===== src/rtl/frame_pkg.sv =====
// Shared constants and state encoding for the 6x6 star-search frame RAM.
// Used by both the frame writer and the readers so the mapping stays identical.
package frame_pkg;

   localparam int X_SZ    = 3;
   localparam int Y_SZ    = 3;
   localparam int ADDR_SZ = 6;
   localparam int COL_SZ  = 3;
   localparam int WIDTH   = 6;
   localparam int HEIGHT  = 6;

   typedef enum logic [1:0] {
      IDLE  = 2'd0,
      CLEAR = 2'd1,
      LOAD  = 2'd2,
      DONE  = 2'd3
   } frameState_t;

   function automatic logic isLastPixel(input logic [X_SZ-1:0] x, input logic [Y_SZ-1:0] y);
      return (x == X_SZ'(WIDTH - 1)) && (y == Y_SZ'(HEIGHT - 1));
   endfunction

endpackage


===== src/rtl/pixel_frame_writer_if.sv =====
// Stream-in / RAM-write-out bundle of the frame writer.
// master drives the request and pixel stream; slave is the writer itself.
interface pixel_frame_writer_if;
   import frame_pkg::*;

   logic                start;
   logic                clearReq;
   logic [COL_SZ-1:0]   pixIn;
   logic                pixValid;
   logic                pixReady;
   logic [ADDR_SZ-1:0]  memAddress;
   logic [COL_SZ-1:0]   memData;
   logic                memWren;
   logic [X_SZ-1:0]     xCount;
   logic [Y_SZ-1:0]     yCount;
   logic                busy;
   logic                frameDone;

   modport master (
      output start, clearReq, pixIn, pixValid,
      input  pixReady, memAddress, memData, memWren, xCount, yCount, busy, frameDone
   );

   modport slave (
      input  start, clearReq, pixIn, pixValid,
      output pixReady, memAddress, memData, memWren, xCount, yCount, busy, frameDone
   );

endinterface


===== src/rtl/address_translator.sv =====
// Raster (x,y) to frame RAM address: y*WIDTH + x, with WIDTH=6 built from shifts.
// Shared by the frame writer and the star-search readers.
module address_translator
   import frame_pkg::*;
(
   input  logic [X_SZ-1:0]    x,
   input  logic [Y_SZ-1:0]    y,
   output logic [ADDR_SZ-1:0] memAddress
);

   logic [ADDR_SZ-1:0] xExt;
   logic [ADDR_SZ-1:0] yExt;

   assign xExt       = ADDR_SZ'(x);
   assign yExt       = ADDR_SZ'(y);
   assign memAddress = (yExt << 2) + (yExt << 1) + xExt;

endmodule


===== src/rtl/pixel_frame_writer.sv =====
// Fills the 36-word pixel RAM from a raster-order valid/ready stream or with a
// constant colour; the write port is registered, one cycle behind the counters.
module pixel_frame_writer
   import frame_pkg::*;
#(
   parameter logic [COL_SZ-1:0] FILL_COLOUR = '0
) (
   input  logic clk,
   input  logic resetn,
   pixel_frame_writer_if.slave bus
);

   frameState_t        state;
   frameState_t        nextState;
   logic [X_SZ-1:0]    xCount;
   logic [Y_SZ-1:0]    yCount;
   logic [ADDR_SZ-1:0] pixAddress;
   logic [ADDR_SZ-1:0] memAddress;
   logic [COL_SZ-1:0]  memData;
   logic               memWren;
   logic               pixReady;
   logic               busy;
   logic               frameDone;
   logic               advance;
   logic               lastPixel;

   address_translator addrMap (
      .x          (xCount),
      .y          (yCount),
      .memAddress (pixAddress)
   );

   // NOTE: registers update with non-blocking (<=) so every flop samples pre-edge values.
   always_ff @(posedge clk or negedge resetn) begin
      if (!resetn) state <= IDLE;
      else         state <= nextState;
   end

   // NOTE: each combinational output gets a default first so no path can infer a latch.
   always_comb begin
      nextState = state;
      case (state)
         IDLE:  if (bus.start) nextState = bus.clearReq ? CLEAR : LOAD;
         CLEAR: if (lastPixel) nextState = DONE;
         LOAD:  if (lastPixel) nextState = DONE;
         DONE:  nextState = IDLE;
         default: nextState = IDLE;
      endcase
   end

   always_comb begin
      pixReady  = (state == LOAD);
      busy      = (state == CLEAR) || (state == LOAD);
      frameDone = (state == DONE);
      advance   = (state == CLEAR) || (pixReady && bus.pixValid);
      lastPixel = advance && isLastPixel(xCount, yCount);
   end

   // Counters only move on a write; outside CLEAR/LOAD they sit at the origin.
   always_ff @(posedge clk or negedge resetn) begin
      if (!resetn) begin
         xCount <= '0;
         yCount <= '0;
      end else if (!busy) begin
         xCount <= '0;
         yCount <= '0;
      end else if (advance) begin
         if (xCount == X_SZ'(WIDTH - 1)) begin
            xCount <= '0;
            yCount <= (yCount == Y_SZ'(HEIGHT - 1)) ? '0 : yCount + Y_SZ'(1);
         end else begin
            xCount <= xCount + X_SZ'(1);
         end
      end
   end

   always_ff @(posedge clk or negedge resetn) begin
      if (!resetn) begin
         memAddress <= '0;
         memData    <= '0;
         memWren    <= 1'b0;
      end else begin
         memWren <= advance;
         if (advance) begin
            memAddress <= pixAddress;
            memData    <= (state == CLEAR) ? FILL_COLOUR : bus.pixIn;
         end
      end
   end

   assign bus.pixReady   = pixReady;
   assign bus.busy       = busy;
   assign bus.frameDone  = frameDone;
   assign bus.memAddress = memAddress;
   assign bus.memData    = memData;
   assign bus.memWren    = memWren;
   assign bus.xCount     = xCount;
   assign bus.yCount     = yCount;

endmodule


===== src/flat_wrapper.sv =====
// flat-port wrapper written by rule: the top's interface ports become plain ports
module pixel_frame_writer_flat import frame_pkg::*;
#(
   parameter logic [COL_SZ-1:0] FILL_COLOUR = '0
)
  (clk, resetn, bus_start, bus_clearReq, bus_pixIn, bus_pixValid, bus_pixReady, bus_memAddress, bus_memData, bus_memWren, bus_xCount, bus_yCount, bus_busy, bus_frameDone);
  pixel_frame_writer_if bus_i ();
  input  logic clk;
  input  logic resetn;
  input wire logic [$bits(bus_i.start)-1:0] bus_start;
  input wire logic [$bits(bus_i.clearReq)-1:0] bus_clearReq;
  input wire logic [$bits(bus_i.pixIn)-1:0] bus_pixIn;
  input wire logic [$bits(bus_i.pixValid)-1:0] bus_pixValid;
  output wire logic [$bits(bus_i.pixReady)-1:0] bus_pixReady;
  output wire logic [$bits(bus_i.memAddress)-1:0] bus_memAddress;
  output wire logic [$bits(bus_i.memData)-1:0] bus_memData;
  output wire logic [$bits(bus_i.memWren)-1:0] bus_memWren;
  output wire logic [$bits(bus_i.xCount)-1:0] bus_xCount;
  output wire logic [$bits(bus_i.yCount)-1:0] bus_yCount;
  output wire logic [$bits(bus_i.busy)-1:0] bus_busy;
  output wire logic [$bits(bus_i.frameDone)-1:0] bus_frameDone;
  assign bus_i.start = bus_start;
  assign bus_i.clearReq = bus_clearReq;
  assign bus_i.pixIn = bus_pixIn;
  assign bus_i.pixValid = bus_pixValid;
  assign bus_pixReady = bus_i.pixReady;
  assign bus_memAddress = bus_i.memAddress;
  assign bus_memData = bus_i.memData;
  assign bus_memWren = bus_i.memWren;
  assign bus_xCount = bus_i.xCount;
  assign bus_yCount = bus_i.yCount;
  assign bus_busy = bus_i.busy;
  assign bus_frameDone = bus_i.frameDone;
  pixel_frame_writer #(.FILL_COLOUR(FILL_COLOUR)) u_core (.clk(clk), .resetn(resetn), .bus(bus_i));
endmodule

===== config.mk =====
export PLATFORM = sky130hd
export DESIGN_NAME = pixel_frame_writer_flat
export DESIGN_NICKNAME = d
export VERILOG_FILES = /design/src/rtl/frame_pkg.sv /design/src/rtl/pixel_frame_writer_if.sv /design/src/rtl/address_translator.sv /design/src/rtl/pixel_frame_writer.sv /design/src/flat_wrapper.sv
export SDC_FILE = /design/constraint.sdc
export NUM_CORES = 1
export LEC_CHECK = 0
export CAP_MARGIN = 10
export CORE_AREA = 4 4 57 59
export CTS_CLUSTER_DIAMETER = 200
export DETAILED_ROUTE_END_ITERATION = 8
export DIE_AREA = 0 0 61 63
export PLACE_DENSITY = 0.7
export SLEW_MARGIN = 20
export SYNTH_ARGS = -nofsm -noshare
export SYNTH_HDL_FRONTEND = slang
export SYNTH_SLANG_ARGS = --single-unit

===== constraint.sdc =====
create_clock -name clk -period 3 [get_ports clk]
set_input_delay 0.3 -clock clk [delete_from_list [all_inputs] [get_ports clk]]
set_output_delay 0.3 -clock clk [all_outputs]
set_load 0.01 [all_outputs]

======== Word-level counts from Yosys, hierarchy flattened ========
Cells that the tools add are included.
word-level totals
  latch bits .............................. 0
  memory bits (read-only) ................. 0
  bits in writable memories ............... 0
  register bits after elaboration ......... 18
  output and inout port bits .............. 19
  memories kept ........................... 0
operators by class
  reduce and logical (&&, ||, !) cells .... 9
  equal/unequal tests ..................... 9
  multiplexer cells ....................... 12
  bitwise operators ....................... 0
  shift-type cells ........................ 0
  divide/modulo/power cells ............... 0
  $lt $le $gt $ge ......................... 0
  multiply operators ...................... 0
  add/sub/neg operators ................... 4
operators by type and width
  cell                                            number
  two-way mux 3 bit                               8
  adder 3 x 1 -> 3 bit (second input constant)    2
  adder 5 x 4 -> 6 bit                            1
  adder 6 x 3 -> 6 bit                            1
  == test 3 bit (second input constant)           2
  two-way mux 2 bit                               3
  != test 2 x 1 -> 1 bit (second input constant)  3
  case mux 2 bit (3 select lines)                 1
  == test 2 bit (second input constant)           2
  AND reduction 2 bit                             2
  logical AND 1 bit                               3
  == test 2 x 1 -> 1 bit (second input constant)  1
  logical NOT 2 bit                               1
  logical OR 1 bit                                2
  != test 2 bit (second input constant)           1
  OR reduction 2 bit                              1

======== Longest topological paths before layout ========
Gate-level depths: netlist (run 1).
  depth after elaboration ................. 6
  mapped depth ............................ 7
  gate-level depth less buffers ........... 7

======== Cells and area by module ========
From an unflattened synthesis (run 1), not the netlist that was laid out.
second synthesis, totals
  cell total of the unflattened synthesis .. 112
  area total of the unflattened synthesis .. 1,048.5 um^2
by module, submodules not included
  module              area each (um^2)  cells each  times used
  pixel_frame_writer  885.8             92          1
  address_translator  162.7             20          1

======== Worst setup path after synthesis (run 1) ========
OpenSTA, ideal clock, no wires.
  path type ............................... register to register
  from .................................... reg u_core.yCount[0] (netlist: u_core.bus.yCount[0])
  to ...................................... reg u_core.memAddress[4] (netlist: u_core.bus.memAddress[4])
  buffers on the path ..................... 0
  cell stages (with the launch flop) ...... 7
  library setup time ...................... 0.077 ns
  arrival ................................. 1.840 ns
  path slack .............................. 1.083 ns
  data required time ...................... 2.923 ns
  cells stage by stage .................... dfrtp_1 > fa_1 > ha_1 > inv_1 > fa_1 > xor2_1 > a21oi_1
between the ends
  cells in the longest elaborated chain, start to end .. 2
RTL lines
  element                 line                      source
  start, declared         pixel_frame_writer.sv:16  logic [Y_SZ-1:0] yCount;
  start signal, assigned  pixel_frame_writer.sv:70  yCount <= (yCount == Y_SZ'(HEIGHT - 1)) ? '0 : yCount + Y_SZ'(1);
  adder 5 x 4 -> 6 bit    address_translator.sv:16  assign memAddress = (yExt << 2) + (yExt << 1) + xExt;
  adder 6 x 3 -> 6 bit    address_translator.sv:16
  end signal, assigned    pixel_frame_writer.sv:85  memAddress <= pixAddress;
  end, declared           pixel_frame_writer.sv:18  logic [ADDR_SZ-1:0] memAddress;
No other way between the ends.
A chain may end at the register's enable or synchronous reset.

======== Worst setup path after layout (run 1) ========
  from .................................... reg u_core.state[0]
  to ...................................... out bus_busy
between the ends
  cells in the longest elaborated chain, start to end .. 2
  elaborated cells on any way between the ends .. 3
  those cells by class .................... eq/ne: 2; reduce/logical: 1
RTL lines
  element                                                  line                      source
  start, declared                                          pixel_frame_writer.sv:13  frameState_t state;
  start signal, assigned                                   pixel_frame_writer.sv:36  else state <= nextState;
  == test 2 x 1 -> 1 bit or == test 2 bit (tied branches)  pixel_frame_writer.sv:53  busy = (state == CLEAR) || (state == LOAD);
  logical OR 1 bit (*)                                     pixel_frame_writer.sv:53
  end, declared                                            flat_wrapper.sv:20        output wire logic [$bits(bus_i.busy)-1:0] bus_busy;
Every way passes the cells marked *; elsewhere a longest branch is shown, timed or not.

==> reports/qor.txt, run 1 <==
Row count: 19
Critical path class: reg -> out
Final Max Slew Viols: 0
GR Util All Layers: 12.77%
Post-route setup TNS: 0 ns
DR DRC count: 0
Leak Pwr: 0.6281 nW
Iteration-0 DRC Markers: 17
Clock insertion delay at the later pin of the skew report: 0.29 ns
Clock Root Buffer: clkbuf_4
Placed insts: 162
Total setup buffers inserted after CTS: 0
Final Hold Fails: 0
Post-route setup slack: 0.7471 ns
WP buf/inv: 2
RSZ-0062 raised after global routing: no
Area after DPL: 1351 um2
Sinks on Clock Net: 18
Worst reg2reg path startpoint: u_core.state[0]
Critical Path AT: 1.95 ns
Seq. cell area: 450.4 um2
CORE AREA: 2710 um2
Area grow syn2layout: 28.95%
Number of global-route vias before repair: 847
Status: finished, final reports clean
Routed wire length: 2164 um
Crit-path max cell delay: 0.61 ns
CTS buffer count: 3
CP top delay family: buffers and inverters
Fmax: 443.9 MHz
Initial antenna violation count: 0
DIE WIDTH: 61 um
Worst-case reg-to-reg path depth: 6
Max-Cap Viols: 0
Vias/cell: 5.114
DP HPWL: 1688 um
Die area: 3843 um2
Drt pass-1 iters: 4
Syn Inst Count: 109
Post-synthesis instance area: 1076 um2
Clock tree buffer depth: 2
Hold Crit Class: in -> async
Yosys reg bits: 18
Tmin final: 2.253 ns
Worst Path Max Fanout: 13
Final Skew: 0.004084 ns
Final Power: 1.219 mW
CP cell instances: inv_1, ha_1, clkdlybuf4s50_1
CP Launch Point: u_core.state[0]
Initial Util: 39.70%
Final Cycle Share: 75.10%
RD Place Congestion: 0.7501
Nets: 158
# H-tree levels: 1
Share of the yosys chip area belonging to registers: 41.86%
# IOs: 27
Post-CTS resize count: 0
Synthesized area per cell: 9.872 um2
First-pass GRT wire length: 3836 um
Utilization of the core after routing: 51.20%
Syn. warnings: 0
Hold slack: 0.4801 ns
Layout cells sized above 1: 6.667%
Grt total ovfl: 0
Yosys cell types: 32
Peak VDD IR: 0.7172 mV
Clock-pin slew on the worst setup and hold paths: 0.10 ns
Wire per inst: 13.04 um
CP max stage cell: clkdlybuf4s50_1
Place WS: 0.7906 ns
Die height: 63 um
Area occupied by multi-input gates: 571.8 um2
Cell area after layout: 1388 um2
Via count: 849
Least-Margin Pin Slew: 0.8422 ns
Fillers: 269
Syn nets: 131
Power per cell area: 878.2 nW/um2
Setup Viol. Count Final: 0
CTS tree: done
Largest net degree at the start of global routing: 19
Port bufs: 26
Hold-fix buffers at CTS: 0
Crit path required time: 2.70 ns
Relative slew slack: 43.68%
Final antenna-violating net count: 0
Startpoint type of the worst setup path: register
Crit end category: output pin
Ant. Diodes: 0
Fin cells: 166
CP Depth: 3
## cell usage after synthesis
library cell	count	area [um2]
nand2_1	16	60.06
ha_1	12	150.1
nand3_1	3	15.01
and3b_2	1	10.01
nor2_1	4	15.01
o311ai_0	1	8.760
and2_1	1	6.260
a221oi_2	1	15.01
buf_4	2	15.01
o21ai_0	6	30.03
dfrtp_1	18	450.4
xor2_1	1	8.760
a21boi_1	1	7.510
inv_1	7	26.28
clkbuf_1	1	3.750
nand2b_1	1	6.260
a21o_1	1	7.510
fa_1	2	40.04
nand3b_1	2	15.01
o32ai_1	1	8.760
and3_1	1	6.260
nand4b_1	3	26.28
a21oi_2	1	8.760
nor2b_1	3	18.77
a21oi_1	10	50.05
a21boi_0	3	22.52
buf_2	1	5.000
a21bo_2	1	10.01
inv_2	1	3.750
a221oi_1	1	8.760
a31o_1	1	8.760
or4_1	1	7.510
## report_power, final
group / switching, mW / internal [mW] / total, mW
registers: 0.0641 / 0.330 / 0.394
clock network: 0.0753 / 0.0739 / 0.149
logic: 0.335 / 0.340 / 0.676
## worst paths after layout
check | end | slack [ns]
setup reg to reg | u_core.state[0] | 0.79
max in group asynchronous | u_core.state[1] | 2.00
hold / removal | u_core.bus.memWren | 0.48
hold reg to reg | u_core.bus.memAddress[2] | 0.48
min in group clk | u_core.bus.memAddress[2] | 0.48
setup / recovery | bus_busy | 0.75
## layout by cell type (no fill, tap or decap), types with 2 or more instances in the layout
cell type / count
clkdlybuf4s50_1: 26
dfrtp_1: 18
nand2_1: 16
ha_1: 12
a21oi_1: 10
inv_1: 7
o21ai_0: 6
nor2_1: 4
nor2b_1: 3
nand4b_1: 3
a21boi_0: 3
nand3_1: 3
clkbuf_4: 3
nand3b_1: 2
fa_1: 2
## area by class of cell
type / instances / area share [%]
Clock buffer: 4 / 2.615
Inverter: 8 / 2.164
Multi-Input combinational cell: 79 / 41.21
Sequential cell: 18 / 32.46
Tap cell: 31 / 2.795
Timing Repair Buffer: 26 / 18.76
## flip-flops by register name (all words and copies together) (netlist names)
signal / flops
u_core.bus.memWren: 1
u_core.bus.yCount: 3
u_core.bus.memAddress: 6
u_core.state: 2
u_core.bus.xCount: 3
u_core.bus.memData: 3
## cell families after synthesis
family	Yosys count	synth area share, %
AOI/OAI and AO/OA	28	17.33
xor gates and xnor gates	1	0.8141
adders and majority gates	14	17.67
buffers and inverters	12	4.999
DFF	18	41.86
and+or+nand+nor	36	17.33
## metal layers
layer | wire [um] | global-route usage (%) | vias to the layer above
met1 | 1009 | 16.77 | 398
met5 | 0 | 0 | -
met2 | 1021 | 20.86 | 19
li1 | - | - | 430
met3 | 123 | 3.719 | 2
met4 | 9 | 1.897 | 0
Power figures use the tool's default switching activity.
==> inputs of run 2 (changes only) <==
- clock period: 3 -> 2.4 ns (I/O delays scaled with it)
==> run 2 against run 1 <==
Combinational power is 27% higher. Worst setup slack worse by 0.52 ns. Sequential power grew 24%. Die area unchanged. Via count is 3.3% higher. First-iteration DRC count decreased by 18%. Final cell count increased by 0.60%. Global-route usage rose by 0.23 points. Register-to-register slack got worse by 0.36 ns. Clock skew fell by 0.0027 ns.
==> reports/qor.txt, run 2 (synthesis results as in run 1) <==
Vias/cell: 5.251
Post-CTS resize count: 0
Reg-to-reg endpoint: u_core.bus.memAddress[4]
Row count: 19
First-pass GRT wire length: 3939 um
Total setup buffers inserted after CTS: 0
CP cell instances: inv_1, ha_1, clkdlybuf4s50_1
Die area: 3843 um2
Hold-fix buffers at CTS: 0
Worst Path Max Fanout: 13
Most flop-heavy register: u_core.bus.memAddress
CTS tree: done
Crit path required time: 2.16 ns
Final Skew: 0.001376 ns
Final antenna-violating net count: 0
Drt pass-1 iters: 4
Startpoint type of the worst setup path: register
Tmin final: 2.170 ns
DR DRC count: 0
Die height: 63 um
Fillers: 261
Critical Path AT: 1.93 ns
Wire per inst: 13.32 um
Clock insertion delay at the later pin of the skew report: 0.29 ns
CTS buffer count: 3
Number of global-route vias before repair: 876
Worst-case reg-to-reg path depth: 6
Initial Util: 39.70%
# H-tree levels: 1
Critical path class: reg -> out
Utilization of the core after routing: 51.48%
Relative slew slack: 40.89%
Fmax: 460.9 MHz
Fin cells: 167
Nets: 159
Max FFs per register: 6
Status: finished, final reports clean
Hold slack: 0.4433 ns
Ant. Diodes: 0
Peak VDD IR: 0.6828 mV
Setup Viol. Count Final: 0
Largest net degree at the start of global routing: 19
Worst R2R Setup Slack: 0.43 ns
Grt total ovfl: 0
Clock-pin slew on the worst setup and hold paths: 0.10 ns
Area after DPL: 1359 um2
Place WS: 0.4450 ns
Post-route setup slack: 0.2303 ns
Hold Crit Class: in -> async
Port bufs: 26
DP HPWL: 1756 um
Final Hold Fails: 0
Leak Pwr: 0.6331 nW
Worst reg2reg path startpoint: u_core.bus.yCount[0]
Final Power: 1.536 mW
Clock tree buffer depth: 2
Initial antenna violation count: 0
Cell area after layout: 1395 um2
DIE WIDTH: 61 um
RD Place Congestion: 0.8125
Via count: 877
Layout cells sized above 1: 7.353%
GR Util All Layers: 13.00%
Most frequent cells in the layout: clkdlybuf4s50_1, dfrtp_1, nand2_1, ha_1, a21oi_1
Post-route setup TNS: 0 ns
Clock Root Buffer: clkbuf_4
RSZ-0062 raised after global routing: no
Crit end category: output pin
# IOs: 27
Iteration-0 DRC Markers: 14
CP Launch Point: u_core.state[0]
Max-Cap Viols: 0
Placed insts: 163
Power per cell area: 1101 nW/um2
CP max stage cell: clkdlybuf4s50_1
Least-Margin Pin Slew: 0.8839 ns
Crit-path max cell delay: 0.61 ns
Area grow syn2layout: 29.65%
Final Max Slew Viols: 0
Sinks on Clock Net: 18
Commonest non-fill, non-tap cell in the layout: clkdlybuf4s50_1
Routed wire length: 2224 um
CORE AREA: 2710 um2
Final Cycle Share: 90.40%
run 2: cell count changes in the layout (fill, tap and decap cells not counted):
cell / before / now
buf_4: 0 / 1
run 2: cell type report:
class                      instances  area [um2]  share of cell area (%)
multi-input combinational         79       571.8                   40.99
sequential                        18       450.4                   32.29
timing repair buffer              27       267.8                   19.19
tap                               31       38.79                   2.780
clock buffer                       4       36.28                   2.601
inverter                           8       30.03                   2.152
run 2: worst max path at each step:
stage,end,slack [ns],cells after the start
2_1_floorplan,u_core.bus.memAddress[4],0.48,6
3_3_place_gp,u_core.bus.memAddress[4],0.49,6
3_5_place_dp,u_core.bus.memAddress[4],0.45,6
4_1_cts,bus_busy,0.20,3
5_1_grt,bus_busy,0.1,3
6_report,bus_busy,0.23,3
run 2: per-layer routing:
metal	up-vias	global-route usage [%]	wire (um)
met5	-	0	0
met1	430	17.01	1005
met2	17	21.66	1107
met3	0	2.893	111
li1	430	-	-
met4	0	2.439	0
run 2: power breakdown:
group / total, mW / internal [mW] / leakage (nW) / switching (mW)
combinational: 0.860 / 0.439 / 0.374 / 0.420
clock: 0.186 / 0.0923 / 0.0210 / 0.0935
sequential: 0.490 / 0.412 / 0.238 / 0.0781
total: 1.54 / 0.944 / 0.633 / 0.592
run 2: worst max-delay path: cells and delay by family (launching register included):
family | cells | cell delay (ns)
flip-flops | 1 | 0.43
buffers and inverters | 2 | 0.71
adder cells (fa/ha/maj) | 1 | 0.50
==> inputs of run 3 (changes only) <==
- ABC_AREA: unset -> 1
- PLACE_DENSITY: 0.7 -> 0.69
==> run 3 against run 2 <==
Combinational power is 14% higher. Routed wire length fell by 3.3%. Sequential power increased by 7.8%. Synthesized cell count up 17%. First-iteration DRC count grew 79%. Critical path type unchanged. Non-clock buffer count decreased by 1. Largest cell class unchanged. Largest power group unchanged. Sequential share of layout area rose by 0.80 points. Via count is 3.9% lower. Flip-flop and latch count is the same. Total power rose by 8.1%. Hold slack got worse by 0.024 ns.
==> reports/qor.txt, run 3 <==
Total setup buffers inserted after CTS: 0
First-pass GRT wire length: 3815 um
Hold Crit Class: in -> async
Most flop-heavy register: u_core.bus.memAddress
Drt pass-1 iters: 4
Critical Path AT: 1.88 ns
Clock Root Buffer: clkbuf_4
Crit end category: output pin
Sequential share of power: 31.8%
WP buf/inv: 2
Nets: 177
Final Skew: 0.01501 ns
EDFF count, synth: 0
Post-route setup TNS: 0 ns
Yosys cell types: 20
Max FFs per register: 6
Post-synthesis instance area: 1065 um2
Async SR Flop Fraction: 100.0%
Reg-to-reg endpoint: u_core.bus.memAddress[4]
Wire per inst: 11.69 um
Grt total ovfl: 0
Fmax: 472.6 MHz
Largest cells by area after synthesis: dfrtp_1, nand2_1, ha_1, inv_1, fa_1
XOR/XNOR Fraction of Synth Area: 0.8226%
Syn Inst Count: 128
GR Util All Layers: 12.76%
Final Hold Fails: 0
Relative slew slack: 44.14%
Yosys reg bits: 18
Final antenna-violating net count: 0
Most frequent cells in the layout: nand2_1, clkdlybuf4s50_1, dfrtp_1, inv_1, ha_1
Crit path required time: 2.16 ns
CP cell instances: inv_1, ha_1, clkdlybuf4s50_1
Row count: 19
DP HPWL: 1656 um
Clock power frac: 8.9%
RSZ-0062 raised after global routing: no
Sw Pwr: 0.7386 mW
Tmin final: 2.116 ns
Setup Viol. Count Final: 0
Leading area contributor after synthesis: dfrtp_1
Initial Util: 39.29%
Leak Pwr: 0.7196 nW
Iteration-0 DRC Markers: 25
Critical path class: reg -> out
Post-synth top cells: nand2_1, dfrtp_1, inv_1
Crit-path max cell delay: 0.61 ns
Status: finished, final reports clean
Worst reg2reg path startpoint: u_core.bus.yCount[0]
Die height: 63 um
CP top delay family: buffers and inverters
Hold-fix buffers at CTS: 0
Port bufs: 26
Compound-Gate Fraction of Synth Area: 4.935%
Area after DPL: 1339 um2
Routed wire length: 2151 um
Layout cells sized above 1: 5.882%
DR DRC count: 0
# H-tree levels: 1
Number of global-route vias before repair: 864
Proportion of synthesized area in mux cells: 0%
Synthesized area per cell: 8.319 um2
Peak VDD IR: 0.7494 mV
Count leader, synth: nand2_1
Cell area after layout: 1361 um2
Power per cell area: 1219 nW/um2
Post-CTS resize count: 0
RD Place Congestion: 0.8438
Clock insertion delay at the later pin of the skew report: 0.29 ns
Area grow syn2layout: 27.85%
Combinational share of power: 59.3%
CTS buffer count: 3
Die area: 3843 um2
CORE AREA: 2710 um2
Synth top area share: 42.30%
Sinks on Clock Net: 18
Worst-case reg-to-reg path depth: 6
Post-Synth Adder-Cell Area: 17.86%
Share of the yosys chip area belonging to registers: 42.30%
Final Cycle Share: 88.17%
Commonest non-fill, non-tap cell in the layout: nand2_1
Main flop type after synthesis: dfrtp_1
Vias/cell: 4.582
Initial antenna violation count: 0
Post-Synth Simple-Gate Area: 26.44%
Sw frac: 44.51%
CP max stage cell: clkdlybuf4s50_1
Max-Cap Viols: 0
Ant. Diodes: 0
CTS tree: done
Worst Path Max Fanout: 10
Pint: 0.9209 mW
Syn nets: 150
Startpoint type of the worst setup path: register
Clock-pin slew on the worst setup and hold paths: 0.11 ns
DIE WIDTH: 61 um
Final Max Slew Viols: 0
Clock tree buffer depth: 2
Largest family of logic cells by synthesized area: simple AND/OR/NAND/NOR gates
Largest net degree at the start of global routing: 19
Worst R2R Setup Slack: 0.40 ns
# IOs: 27
Syn. warnings: 0
Via count: 843
Least-Margin Pin Slew: 0.8354 ns
[run 3: cells by family after synthesis]
kind of cell / count (synthesis)
simple gates: 66
fa+ha+maj: 14
flops: 18
compound gates: 10
xor+xnor: 1
buf+inv: 19
[run 3: cell type report]
cell class | instances | area [um2]
Clock buffer | 3 | 22.52
Multi-Input combinational cell | 91 | 533.0
Timing Repair Buffer | 26 | 260.3
Fill cell | 275 | 1349
Tap cell | 31 | 38.79
Sequential cell | 18 | 450.4
Inverter | 15 | 56.30
[run 3: worst max-delay path by stage]
stage	end	from	depth (start not counted)	slack, ns
2_1_floorplan	u_core.bus.memAddress[4]	u_core.bus.yCount[0]	6	0.48
3_3_place_gp	u_core.bus.memAddress[4]	u_core.bus.yCount[0]	6	0.48
3_5_place_dp	u_core.bus.memAddress[4]	u_core.bus.yCount[0]	6	0.39
4_1_cts	bus_busy	u_core.state[1]	3	0.25
5_1_grt	bus_busy	u_core.state[0]	3	0.14
6_report	bus_busy	u_core.state[1]	3	0.28
[run 3: worst reg2reg max path: stages, from the launching register on]
cell and delay [ns]:
dfrtp_1 0.49, fa_1 0.58, ha_1 0.16, inv_1 0.05
fa_1 0.37, xor2_1 0.15, o21ai_0 0.13
[run 3: through the flow]
| step | instances | hold slack, ns | setup slack (ns) | utilization [%] | total power, mW |
|---|---|---|---|---|---|
| CTS | 184 | 0.4639 | 0.2481 | 50.23 | 1.687 |
| detailed placement | 181 | 0.4620 | 0.3855 | 49.40 | 1.533 |
| global route | 184 | 0.5067 | 0.1409 | 50.23 | 1.853 |
| finish | 184 | 0.4194 | 0.2840 | 50.23 | 1.659 |
| global placement | 181 | 0.4529 | 0.4834 | 49.40 | 1.504 |
| floorplan | 128 | -0.05559 | 0.4751 | - | 1.162 |
[run 3: per-layer routing]
metal / vias to the layer above / wire length (um) / share of wire (%) / global-route usage [%]
li1: 445 / - / - / -
met1: 379 / 1040 / 48 / 16.88
met2: 17 / 970 / 45 / 19.92
met3: 2 / 118 / 5.5 / 3.719
met4: 0 / 21 / 0.98 / 3.523
met5: - / 0 / 0 / 0
[run 3: power groups by stage]
| stage | combinational, mW | sequential, mW | clock, mW |
|---|---|---|---|
| after floorplan | 0.598 | 0.564 | 0 |
| after global placement | 0.978 | 0.526 | 0 |
| after detailed placement | 0.996 | 0.537 | 0 |
| after CTS | 1.00 | 0.529 | 0.153 |
| after global routing | 1.13 | 0.549 | 0.169 |
| final | 0.984 | 0.528 | 0.148 |
